[config.mk]
export PLATFORM = sky130hd
export DESIGN_NAME = seven_seg_scan
export DESIGN_NICKNAME = d
export VERILOG_FILES = /design/src/rtl/seg_pkg.sv /design/src/rtl/hex_to_7seg.sv /design/src/rtl/seven_seg_scan.sv
export SDC_FILE = /design/constraint.sdc
export NUM_CORES = 1
export LEC_CHECK = 0
export BUFFER_PORTS_ARGS = -buffer_cell sky130_fd_sc_hd__buf_4
export CAP_MARGIN = 5
export CORE_ASPECT_RATIO = 0.5
export CORE_MARGIN = 1
export CORE_UTILIZATION = 50
export CTS_BUF_LIST = sky130_fd_sc_hd__clkbuf_4 sky130_fd_sc_hd__clkbuf_8
export CTS_CLUSTER_SIZE = 12
export DETAILED_ROUTE_END_ITERATION = 8
export MAX_ROUTING_LAYER = met4
export PLACE_DENSITY = 0.7
export SYNTH_ARGS = -nofsm -noshare
export SYNTH_HDL_FRONTEND = slang
export SYNTH_SLANG_ARGS = --single-unit
[constraint.sdc]
create_clock -name clk -period 2.5 [get_ports clk]
set_input_delay 0.375 -clock clk [delete_from_list [all_inputs] [get_ports clk]]
set_output_delay 0.375 -clock clk [all_outputs]
set_load 0.05 [all_outputs]
[src/rtl/seg_pkg.sv]
// Shared 7-segment types and the active-low hex font used by the display scanner.
package seg_pkg;

  typedef logic [6:0] seg_t;

  localparam seg_t SEG_BLANK = 7'h7F;

  // Segment order {g,f,e,d,c,b,a}, active-low, common-anode wiring.
  localparam seg_t FONT [16] = '{
    7'h40, 7'h79, 7'h24, 7'h30, 7'h19, 7'h12, 7'h02, 7'h78,
    7'h00, 7'h10, 7'h08, 7'h03, 7'h46, 7'h21, 7'h06, 7'h0E
  };

endpackage

[src/rtl/hex_to_7seg.sv]
// Combinational nibble to active-low 7-segment glyph lookup.
module hex_to_7seg
  import seg_pkg::*;
(
  input  logic [3:0] nibble_i,
  output seg_t       seg_o
);

  assign seg_o = FONT[nibble_i];

endmodule

[src/rtl/seven_seg_scan.sv]
// Time-multiplexed hex display driver for a common-anode 7-segment bank.
// Optional LEADING_ZERO_BLANK_EN blanks digits above the highest nonzero nibble.
module seven_seg_scan
  import seg_pkg::*;
#(
  parameter int unsigned N           = 8,
  parameter int unsigned REFRESH_DIV = 100000
) (
  input  logic           clk,
  input  logic           reset,
  input  logic [N-1:0]   value,
  input  logic           retain,
  output logic [N/4-1:0] an,
  output logic [6:0]     seg
);

  localparam int unsigned DIGITS = N / 4;
  localparam int unsigned CntW   = $clog2(REFRESH_DIV);
  localparam int unsigned IdxW   = (DIGITS > 1) ? $clog2(DIGITS) : 1;

  logic [CntW-1:0]   cnt_q, cnt_d;
  logic [IdxW-1:0]   idx_q, idx_d;
  logic [N-1:0]      snap_q, snap_d;
  logic [DIGITS-1:0] an_q, an_d;
  seg_t              seg_q, seg_d;

  logic       cnt_last, idx_last;
  logic [3:0] cur_nibble;
  seg_t       cur_glyph;
  logic       blank;

  assign cnt_last = (cnt_q == CntW'(REFRESH_DIV - 1));
  assign idx_last = (idx_q == IdxW'(DIGITS - 1));

  always_comb begin
    cnt_d  = cnt_last ? '0 : cnt_q + CntW'(1);
    idx_d  = idx_q;
    snap_d = snap_q;
    if (cnt_last) begin
      idx_d = idx_last ? '0 : idx_q + IdxW'(1);
      // Snapshot only reloads at the frame boundary so a frame never tears.
      if (idx_last && !retain) begin
        snap_d = value;
      end
    end
  end

  always_comb begin
    cur_nibble = '0;
    for (int k = 0; k < DIGITS; k++) begin
      if (idx_q == IdxW'(k)) begin
        cur_nibble = snap_q[k*4 +: 4];
      end
    end
  end

  hex_to_7seg u_font (
    .nibble_i (cur_nibble),
    .seg_o    (cur_glyph)
  );

`ifdef LEADING_ZERO_BLANK_EN
  // Blank when this digit and every digit above it are zero; digit 0 is never blanked.
  always_comb begin
    blank = (idx_q != '0);
    for (int k = 0; k < DIGITS; k++) begin
      if ((IdxW'(k) >= idx_q) && (snap_q[k*4 +: 4] != 4'h0)) begin
        blank = 1'b0;
      end
    end
  end
`else
  assign blank = 1'b0;
`endif

  always_comb begin
    an_d  = '1;
    seg_d = SEG_BLANK;
    if (!blank) begin
      seg_d = cur_glyph;
      for (int k = 0; k < DIGITS; k++) begin
        if (idx_q == IdxW'(k)) begin
          an_d[k] = 1'b0;
        end
      end
    end
  end

  always_ff @(posedge clk) begin
    if (reset) begin
      cnt_q  <= '0;
      idx_q  <= '0;
      snap_q <= '0;
      an_q   <= '1;
      seg_q  <= SEG_BLANK;
    end else begin
      cnt_q  <= cnt_d;
      idx_q  <= idx_d;
      snap_q <= snap_d;
      an_q   <= an_d;
      seg_q  <= seg_d;
    end
  end

  assign an  = an_q;
  assign seg = seg_q;

endmodule
* Word level (Yosys, flattened, before mapping)
Memories as Yosys holds them, arrays and structs flattened. A register that Yosys moved wholly into a read port is not among the register bits. Index checks and enable logic that the tools add are counted.
Storage, ports and cells: register bits 28, latch bits 0, memory bits (writable) 0, bits in read-only memories 112, output and inout port bits 9, logic and storage cells 17, memories kept 1
Memories:
- (name not given) | depth 16, bits a word 7, rd ports 1, clocked after Yosys merged registers in 1, wr ports 0, RTL line hex_to_7seg.sv:9 | assign seg_o = FONT[nibble_i];
Cells by class: add/subtract/negate cells 2, multiply operators 0, div/mod/pow operators 0, $lt $le $gt $ge 0, equal/unequal tests 1, shifts and indexed selects 0, mux-type cells 4, bitwise gates (word level) 1, reductions and logical operators 4
Operators with widths (count):
- adder 17 x 1 -> 17 bit, second input constant | 1
- == test 17 bit, second input constant | 1
- inverter 4 -> 5 bit | 1
- 2-to-1 mux 4 bit | 1
- 2-to-1 mux 1 bit | 3
- AND reduction 2 bit | 1
- OR reduction 2 bit | 1
- adder 1 bit, second input constant | 1
- logical AND 1 bit | 1
- zero test 1 bit | 1

* Depth between registers and ports, before layout
Gate-level depths: netlist (run 1).
depth in word-level cells 3, gate-level depth with buffers 7, gate-level depth less buffers 6

* Modules after synthesis
Synthesis (run 1) repeated with hierarchy kept, for this count alone.
Second synthesis, totals: cell total of the unflattened synthesis 183, area total of the unflattened synthesis 1732.9 µm²
Modules (own cells, without submodules):
- seven_seg_scan | times used 1, cells an instance 152, area each 1471.4 µm², sequential area each 700.7 µm²
- hex_to_7seg | times used 1, cells an instance 31, area each 261.5 µm², sequential area each 0.0 µm²

* Worst setup path before layout (run 1)
Ideal clock, no wire load.
path kind reg2reg, start reg idx_q (netlist: idx_last), end reg seg_q[3] (netlist: seg[3]), setup time 0.120 ns, data arrival time 1.822 ns, required time 2.380 ns, slack 0.558 ns, stages on the path, launching flop included 7, buffers on the path 1, period minus slack after synthesis 1.942 ns, cells stage by stage dfxtp_1 > buf_6 > mux2i_1 > inv_1 > ha_1 > mux4_2 > or2_1
On the way: cells in the longest elaborated chain, start to end 2
Ends and longest elaborated chain:
- from (decl) | RTL line seven_seg_scan.sv:22 | logic [IdxW-1:0] idx_q, idx_d;
- from (signal assigned) | RTL line seven_seg_scan.sv:98 | idx_q <= idx_d;
- 2-to-1 mux 4 bit | RTL line seven_seg_scan.sv:51 | if (idx_q == IdxW'(k)) begin
- inverter 4 -> 5 bit (implied by the code) | RTL line hex_to_7seg.sv:9
- to (decl) | RTL line seven_seg_scan.sv:25 | seg_t seg_q, seg_d;
No other way between the ends. A chain may end at the register's enable or synchronous reset.

* Final worst setup path (run 1)
Same ends and word-level chain as after synthesis.

==> results of run 1 <==
area by class of cell:
class,instances,area [µm²]
Clock buffer,8,104
Sequential cell,35,701
Fill cell,263,1150
Multi-Input combinational cell,128,895
Inverter,5,18.8
Tap cell,40,50.0
Timing Repair Buffer,22,165
state kept, by name, summed over array words and instances, names as in the netlist:
name and count:
an 2, cnt_q 17, idx_last 1, seg 7, snap_q 8
metrics by stage:
stage                     power (W)  setup slack, ns  cells
after CTS                   0.00111            0.449    238
after detailed placement   0.000655            0.464    230
after global placement     0.000654            0.540    230
after floorplan            0.000626            0.558    175
final                       0.00110            0.454    238
after global routing        0.00114            0.346    238
cell usage after synthesis, types with 2 or more instances:
library cell / instances
and4_1: 2
nand2_1: 25
xnor2_1: 7
nor2_1: 16
dfxtp_1: 35
or3_1: 3
clkbuf_1: 2
nor4b_1: 2
inv_1: 5
nand3_1: 8
or2_2: 2
a21oi_1: 4
mux2_2: 3
and3_1: 3
a31oi_1: 2
o221ai_1: 2
xor2_1: 6
nor3_1: 2
buf_2: 3
and4bb_2: 2
nand4_1: 4
ha_1: 7
mux2i_1: 12
o21ai_0: 6
power by group:
group	switching, W	leakage [nW]	total (W)	internal [W]
registers	0.00000584	0.285	0.000573	0.000568
logic	0.0000412	0.404	0.0000674	0.0000263
clock network	0.000193	0.0549	0.000455	0.000262
how the worst max path moves through the flow:
stage | startpoint | endpoint | cells past startpoint
6_report | idx_last | seg[3] | 5
3_3_place_gp | idx_last | seg[3] | 7
3_5_place_dp | idx_last | seg[3] | 5
4_1_cts | idx_last | seg[3] | 5
5_1_grt | idx_last | seg[3] | 5
2_1_floorplan | idx_last | seg[3] | 6
routing by layer:
metal  up-vias  GRT usage (%)  routed length, µm  part of all wire, %
li1        651              -                  -                    -
met4         0           8.28                 34                  1.1
met3         4           6.42                 81                  2.6
met2        12           33.1               1520                   49
met1       617           22.7               1460                   47
met5         -              -                  0                    0
critical path: stages (launching register included):
cell	delay [ns]
dfxtp_1	0.35
mux2i_1	0.45
inv_1	0.19
ha_1	0.29
mux4_2	0.45
or2_1	0.21
layout by cell type (no fill, tap or decap), types with 2 or more instances in the layout:
| cell | synthesis | routed |
|---|---|---|
| dfxtp_1 | 35 | 35 |
| nand2_1 | 25 | 25 |
| buf_4 | 1 | 22 |
| nor2_1 | 16 | 16 |
| mux2i_1 | 12 | 12 |
| nand3_1 | 8 | 8 |
| xnor2_1 | 7 | 7 |
| ha_1 | 7 | 7 |
| clkbuf_8 | 0 | 7 |
| o21ai_0 | 6 | 6 |
| xor2_1 | 6 | 6 |
| inv_1 | 5 | 5 |
| nand4_1 | 4 | 4 |
| a21oi_1 | 4 | 4 |
| mux2_2 | 3 | 3 |
| and3_1 | 3 | 3 |
| or3_1 | 3 | 3 |
| or2_2 | 2 | 2 |
| and4_1 | 2 | 2 |
| and4bb_2 | 2 | 2 |
| nor4b_1 | 2 | 2 |
| nor3_1 | 2 | 2 |
| a31oi_1 | 2 | 2 |
| o221ai_1 | 2 | 2 |
kinds of logic (layout without fill, tap and decap cells):
group / Yosys count / count (layout)
buf+inv: 12 / 35
compound gates: 16 / 16
flops: 35 / 35
xor+xnor: 13 / 13
simple gates: 74 / 74
mux: 18 / 18
fa+ha+maj: 7 / 7
==> impl_metrics.json, run 1 <==
{
  "endpoint_kind": "flop",
  "synth_compound_area_share_pct": 5.74,
  "finalCritPeriodShare_pct": 81.8,
  "core-area_um2": 3080,
  "outcome": "finished, final reports clean",
  "min_from": "reset",
  "worstHoldEndpoint": "cnt_q[2]",
  "synth_top_flop_cell": "dfxtp_1",
  "grt-ovfl-total": 0,
  "nets": 215,
  "cts_sinks": 35,
  "min_period_ns": 2.05,
  "initial_core_util_pct": 53.7,
  "die_x_um": 83.4,
  "drive_above_1_share_pct": 21.2,
  "finalWeightedCongestion": 0.877,
  "cts_tree": "yes",
  "cts_hold_buf": 0,
  "rsz0062_at_grt": "false",
  "synthCells": 175,
  "worst_slew_pin_slew_ns": 0.476,
  "irDropWorstVdd_mv": 0.235,
  "synth_warnings": 0,
  "setup_viol": 0,
  "area_delta_synth_final_pct": 16.8,
  "final_cell_area_um2": 1930,
  "avgViaCountPerCell": 5.39,
  "antenna_left": 0,
  "drc": 0,
  "clkTransAtPathRegs_ns": 0.07,
  "grt_pass1_vias": 1269,
  "ys_seq_elements": 35,
  "fp-row-count": 14,
  "worst_r2r_path_depth": 5,
  "clock_skew_ns": 0.00457,
  "final_max_slew_viol_count": 0,
  "r2r-end": "seg[3]",
  "worstPathArrival_ns": 2.22,
  "grt_usage_pct": 19.9,
  "clock_latency_ns": 0.28,
  "async_reset_ff_share_pct": 0,
  "hold_slack_ns": 0.307,
  "wirelength_um": 3100,
  "die_h_um": 42.7,
  "antenna_found_initial": 0,
  "power.leakage_nw": 0.745,
  "worstPathRequired_ns": 2.67,
  "io_pins": 20,
  "firstDrtPassIters": 4,
  "critPathMaxFanout": 5,
  "clock_path_buffers": 2,
  "start_kind": "flop",
  "grt_pass1_wl_um": 5380,
  "max_clock_freq_mhz": 489,
  "vias": 1284,
  "placed_cell_area_um2": 1830,
  "yosys.area_share.xor_xnor_pct": 6.88,
  "cts-root-buf": "clkbuf_8",
  "wire_per_inst_um": 13.0,
  "hold_depth": 2,
  "htreeDepth": 2,
  "synthMuxAreaShare_pct": 12.8,
  "num_antenna_cells": 0,
  "dpl.hpwl_um": 2150,
  "r2r_start": "idx_last",
  "synth_fa_ha_area_share_pct": 5.29,
  "fin_util_pct": 62.7,
  "hold_violations": 0,
  "worstSetupPathType": "reg -> reg",
  "ff2ff_setup_slack_ns": 0.45,
  "post_cts_resized": 0,
  "holdCritPathClass": "in -> reg",
  "p_per_area_nw_per_um2": 567,
  "synthesis.nets": 193,
  "numCtsBuffers": 5,
  "synth_cell_types": 36,
  "post_cts_buffers": 0,
  "die_area_um2": 3560,
  "slew_headroom_pct": 67.3,
  "synthTopCellsByArea": "dfxtp_1, mux2i_1, nand2_1, ha_1, xnor2_1",
  "drt-initial-drc-count": 27,
  "synth_edf_count": 0,
  "syn_area_um2": 1660,
  "synth_top_family_by_area": "simple AND/OR/NAND/NOR gates",
  "yosysSeqAreaShare_pct": 42.3,
  "io_buffers": 19,
  "finalSetupTns_ns": 0,
  "syn_avg_cell_area_um2": 9.46,
  "synth_top_area_cell": "dfxtp_1",
  "grt_max_degree": 23,
  "synth_simple_gate_area_share_pct": 23.3,
  "cap_violations": 0,
  "synth_top_area_share_pct": 42.3
}
No activity file was read; power rests on OpenSTA's default activity.
==> inputs of run 2 (changes only) <==
Settings changed: PLACE_DENSITY 0.7 to 0.73.
Clock period 2.5 ns to 1.6 ns, I/O delays scaled along.
==> impl_metrics.json, run 2 (synthesis results as in run 1) <==
{
  "irDropWorstVdd_mv": 0.629,
  "min_period_ns": 1.72,
  "start_kind": "flop",
  "antenna_left": 0,
  "slew_headroom_pct": 76.9,
  "largest_register_ffs": 17,
  "clock_skew_ns": 0.00299,
  "wire_per_inst_um": 14.6,
  "nets": 242,
  "p_per_area_nw_per_um2": 777,
  "power.leakage_nw": 0.901,
  "grt_pass1_vias": 1368,
  "pre_cts_slack_ns": -0.171,
  "fp-row-count": 14,
  "worstPathArrival_ns": 1.90,
  "grt-ovfl-total": 0,
  "finalWeightedCongestion": 0.762,
  "dp_cells": 252,
  "drc": 0,
  "die_area_um2": 3560,
  "drt-initial-drc-count": 86,
  "num_antenna_cells": 0,
  "io_buffers": 19,
  "top_usage_layer": "met2",
  "firstDrtPassIters": 4,
  "hold_violations": 0,
  "wirelength_um": 3870,
  "finalSetupTns_ns": -0.120,
  "initial_core_util_pct": 53.7,
  "crit_end": "seg[3]",
  "drive_above_1_share_pct": 39.1,
  "r2r_start": "idx_last",
  "dpl.hpwl_um": 2490,
  "vias": 1397,
  "antenna_found_initial": 0,
  "hold_slack_ns": 0.169,
  "r2r-end": "seg[3]",
  "crit_start": "idx_last",
  "finalCritPeriodShare_pct": 107,
  "violations": "setup timing",
  "holdCritPathClass": "in -> reg",
  "grt_pass1_wl_um": 6270,
  "globalRouteMet1Util_pct": 26.2,
  "clock_path_buffers": 2,
  "final_max_slew_viol_count": 0,
  "mostFrequentLayoutCells": "buf_4, dfxtp_1, nand2_1",
  "rsz0062_at_grt": "true",
  "area_delta_synth_final_pct": 37.1,
  "max_clock_freq_mhz": 582,
  "worst_r2r_path_depth": 6,
  "use_met3_pct": 10.1,
  "fin_util_pct": 73.6,
  "die_h_um": 42.7,
  "final_common_cell": "buf_4",
  "ff2ff_setup_slack_ns": -0.12,
  "die_x_um": 83.4,
  "cap_violations": 0,
  "core-area_um2": 3080,
  "worstPathRequired_ns": 1.78,
  "endpoint_kind": "flop",
  "top_register": "cnt_q",
  "avgViaCountPerCell": 5.27,
  "worstSetupPathType": "reg -> reg",
  "use_met2_pct": 40.0,
  "cts_tree": "yes",
  "io_pins": 20,
  "nFillCells": 220,
  "outcome": "complete, but fails checks",
  "min_from": "reset",
  "grt_max_degree": 19,
  "critPathMaxFanout": 5,
  "clock_latency_ns": 0.29,
  "setup_viol": 1,
  "stdcell_count": 265,
  "cts_sinks": 35,
  "clkTransAtPathRegs_ns": 0.07,
  "cts-root-buf": "clkbuf_8",
  "grt_usage_pct": 24.2,
  "numCtsBuffers": 5,
  "cts_hold_buf": 0,
  "worst_slew_pin_slew_ns": 0.342,
  "setup_slack_ns": -0.120,
  "htreeDepth": 2
}
run 2: changes by cell type in the layout (fill, tap and decap cells not counted), sizes merged:
cell  delta
buf     +27
run 2: worst min path at each step:
stage,endpoint,depth (start not counted),slack [ns]
floorplan,cnt_q[2],1,0.31
global placement,snap_q[4],2,0.45
detailed placement,snap_q[4],2,0.46
CTS,idx_last,2,0.18
global route,idx_last,2,0.17
finish,idx_last,2,0.17
run 2: stage by stage:
stage	power (W)	instance area, µm²
final	0.00176	2270
after floorplan	0.000979	1690
after detailed placement	0.00104	2040
after global routing	0.00182	2270
after global placement	0.00104	2040
after CTS	0.00177	2210
run 2: layout make-up:
class	count	area [µm²]	area share (%)
Multi-Input combinational cell	128	1000	44.1
Tap cell	40	50.0	2.21
Sequential cell	35	709	31.3
Timing Repair Buffer	49	384	16.9
Inverter	5	21.3	0.937
Clock buffer	8	104	4.58
run 2: power by group:
group / switching, W / internal, W / leakage, nW
Clock: 0.000325 / 0.000410 / 0.0549
Sequential: 0.00000969 / 0.000886 / 0.288
Combinational: 0.0000753 / 0.0000568 / 0.559
run 2: layer usage:
layer / up-vias / part of all wire [%]
met1: 663 / 45
li1: 707 / -
met2: 23 / 50
met3: 4 / 3.9
met4: 0 / 1.2
met5: - / 0
run 2: timing repair:
item | 4_1_cts | 5_1_grt
resized for setup | 8 | 10
cloned | 0 | 0
setup buffers | 3 | 2
setup endpoints to repair | 9 | 13
pin swaps | 2 | 5
run 2: critical path: stages, from the launching register on:
cell and delay [ns]:
dfxtp_4 0.36, mux2_4 0.26, inv_4 0.05, ha_4 0.26
inv_1 0.04, mux4_2 0.43, or2_1 0.21
==> inputs of run 3 (changes only) <==
Settings changed: ABC_AREA from default to 1, PLACE_DENSITY 0.73 to 0.72.
==> impl_metrics.json, run 3 <==
{
  "cap_violations": 0,
  "syn_avg_cell_area_um2": 7.61,
  "antenna_found_initial": 0,
  "intPower_w": 0.00127,
  "start_kind": "flop",
  "nets": 295,
  "drive_above_1_share_pct": 28.4,
  "critPathMaxFanout": 6,
  "finalCritPeriodShare_pct": 92.5,
  "vias": 1611,
  "worstPathArrival_ns": 1.66,
  "wire_per_inst_um": 10.6,
  "dpl.hpwl_um": 2640,
  "grt_pass1_vias": 1450,
  "ys_seq_elements": 35,
  "clock_path_buffers": 2,
  "largest_register_ffs": 17,
  "numCtsBuffers": 5,
  "pre_cts_slack_ns": 0.0163,
  "core-area_um2": 3510,
  "io_pins": 20,
  "num_antenna_cells": 0,
  "hold_slack_ns": 0.173,
  "r2r_start": "idx_last",
  "synth_cell_types": 34,
  "fp-row-count": 15,
  "drc": 0,
  "grt-ovfl-total": 0,
  "final_common_cell": "nand2_1",
  "outcome": "finished, final reports clean",
  "synth_top_flop_cell": "dfxtp_1",
  "cts-root-buf": "clkbuf_8",
  "worst_r2r_path_depth": 7,
  "synth_edf_count": 0,
  "p_per_area_nw_per_um2": 749,
  "synth_top_area_cell": "dfxtp_1",
  "async_reset_ff_share_pct": 0,
  "rsz0062_at_grt": "false",
  "p_clk_share_pct": 39.1,
  "slew_headroom_pct": 72.5,
  "min_period_ns": 1.48,
  "clkTransAtPathRegs_ns": 0.07,
  "synth_warnings": 0,
  "firstDrtPassIters": 4,
  "die_x_um": 88.7,
  "crit_start": "idx_last",
  "setup_viol": 0,
  "die_area_um2": 4020,
  "setup_slack_ns": 0.120,
  "max_clock_freq_mhz": 676,
  "yosysSeqAreaShare_pct": 37.3,
  "worst_slew_pin_slew_ns": 0.412,
  "holdCritPathClass": "in -> reg",
  "grt_pass1_wl_um": 5970,
  "finalSetupTns_ns": 0,
  "cts_hold_buf": 0,
  "irDropWorstVdd_mv": 0.365,
  "wirelength_um": 3470,
  "p_comb_share_pct": 7.0,
  "synth_top_area_share_pct": 37.3,
  "p_total_w": 0.00166,
  "grt_usage_pct": 20.7,
  "clock_latency_ns": 0.29,
  "stdcell_count": 329,
  "dp_cells": 321,
  "synthTopCellsByArea": "dfxtp_1, nand2_1, nor2_1, inv_1, ha_1",
  "yosysMostFrequentCell": "nand2_1",
  "grt_max_degree": 17,
  "htreeDepth": 2,
  "worstSetupPathType": "reg -> reg",
  "final_max_slew_viol_count": 0,
  "endpoint_kind": "flop",
  "synthCells": 247,
  "cts_tree": "yes",
  "area_delta_synth_final_pct": 17.6,
  "clock_skew_ns": 0.00732,
  "top_register": "cnt_q",
  "swShare_pct": 23.3,
  "hold_violations": 0,
  "avgViaCountPerCell": 4.90,
  "power_frac_seq_pct": 53.9,
  "power.leakage_nw": 0.942,
  "initial_core_util_pct": 53.5,
  "ys_top_cells_by_count": "nand2_1, nor2_1, dfxtp_1",
  "io_buffers": 19,
  "min_from": "reset",
  "mostFrequentLayoutCells": "nand2_1, nor2_1, dfxtp_1",
  "antenna_left": 0,
  "cts_sinks": 35,
  "finalWeightedCongestion": 0.872,
  "power.switching_w": 0.000387,
  "drt-initial-drc-count": 37,
  "synthesis.nets": 265,
  "die_h_um": 45.4,
  "hold_depth": 3,
  "syn_area_um2": 1880,
  "worstPathRequired_ns": 1.78
}
## run 3: cell count changes after synthesis, sizes merged, moves of 9 or more
cell and change:
inv +29, nor2 +32, nand2 +23, o21ai +9, mux2i -14
## run 3: cell families after synthesis
kind of cell,count (synthesis),synth area share [%]
simple gates,130,37.4
buf+inv,39,8.79
flops,35,37.3
compound gates,31,9.59
xor+xnor,5,2.33
fa+ha+maj,7,4.66
## run 3: worst max-delay path, cell delays in order (launching register included)
cell and delay (ns):
dfxtp_4 0.37, buf_4 0.15, nand2_1 0.05, o21ai_1 0.08
buf_4 0.16, ha_1 0.31, a31oi_1 0.17, o21ai_1 0.08
## run 3: timing repair
item / 4_1_cts / 5_1_grt
setup buffers: 0 / 0
setup endpoints to repair: 0 / 8
endpoints found under the hold margin: 0 / 0
resized for setup: 0 / 9
## run 3: cell type report
cell class / instances / area [µm²]
Clock inverter: 1 / 5.00
Clock buffer: 7 / 83.8
Fill cell: 298 / 1300
Multi-Input combinational cell: 173 / 1020
Timing Repair Buffer: 26 / 195
Tap cell: 51 / 63.8
Inverter: 36 / 139
Sequential cell: 35 / 706
## run 3: path summary, 6_finish.rpt
check	slack, ns	endpoint
worst max register to register	0.12	seg[1]
worst max-delay path	0.12	seg[1]
worst min register to register	0.43	cnt_q[0]
worst min-delay path	0.17	seg[2]
## run 3: power groups by stage
| stage | combinational [W] | sequential, W | clock, W |
|---|---|---|---|
| 2_1_floorplan | 0.0000388 | 0.000947 | 0 |
| 5_1_grt | 0.000126 | 0.000894 | 0.000697 |
| 6_report | 0.000115 | 0.000893 | 0.000648 |
| 3_3_place_gp | 0.000114 | 0.000914 | 0 |
| 4_1_cts | 0.000116 | 0.000894 | 0.000662 |
| 3_5_place_dp | 0.000116 | 0.000914 | 0 |
## run 3: metal layers
layer  up-vias  global-route usage [%]  part of all wire, %
met3         7                    6.03                  3.7
met1       718                    22.3                   46
met5         -                       -                    0
met2        27                    36.0                   49
met4         0                    10.0                  1.4
li1        859                       -                    -
## run 3: per-stage QoR
stage / cell area (µm²) / util, %
floorplan: 1880 / -
global placement: 2110 / 60.2
detailed placement: 2110 / 60.2
CTS: 2200 / 62.7
global route: 2210 / 63.0
finish: 2210 / 63.0
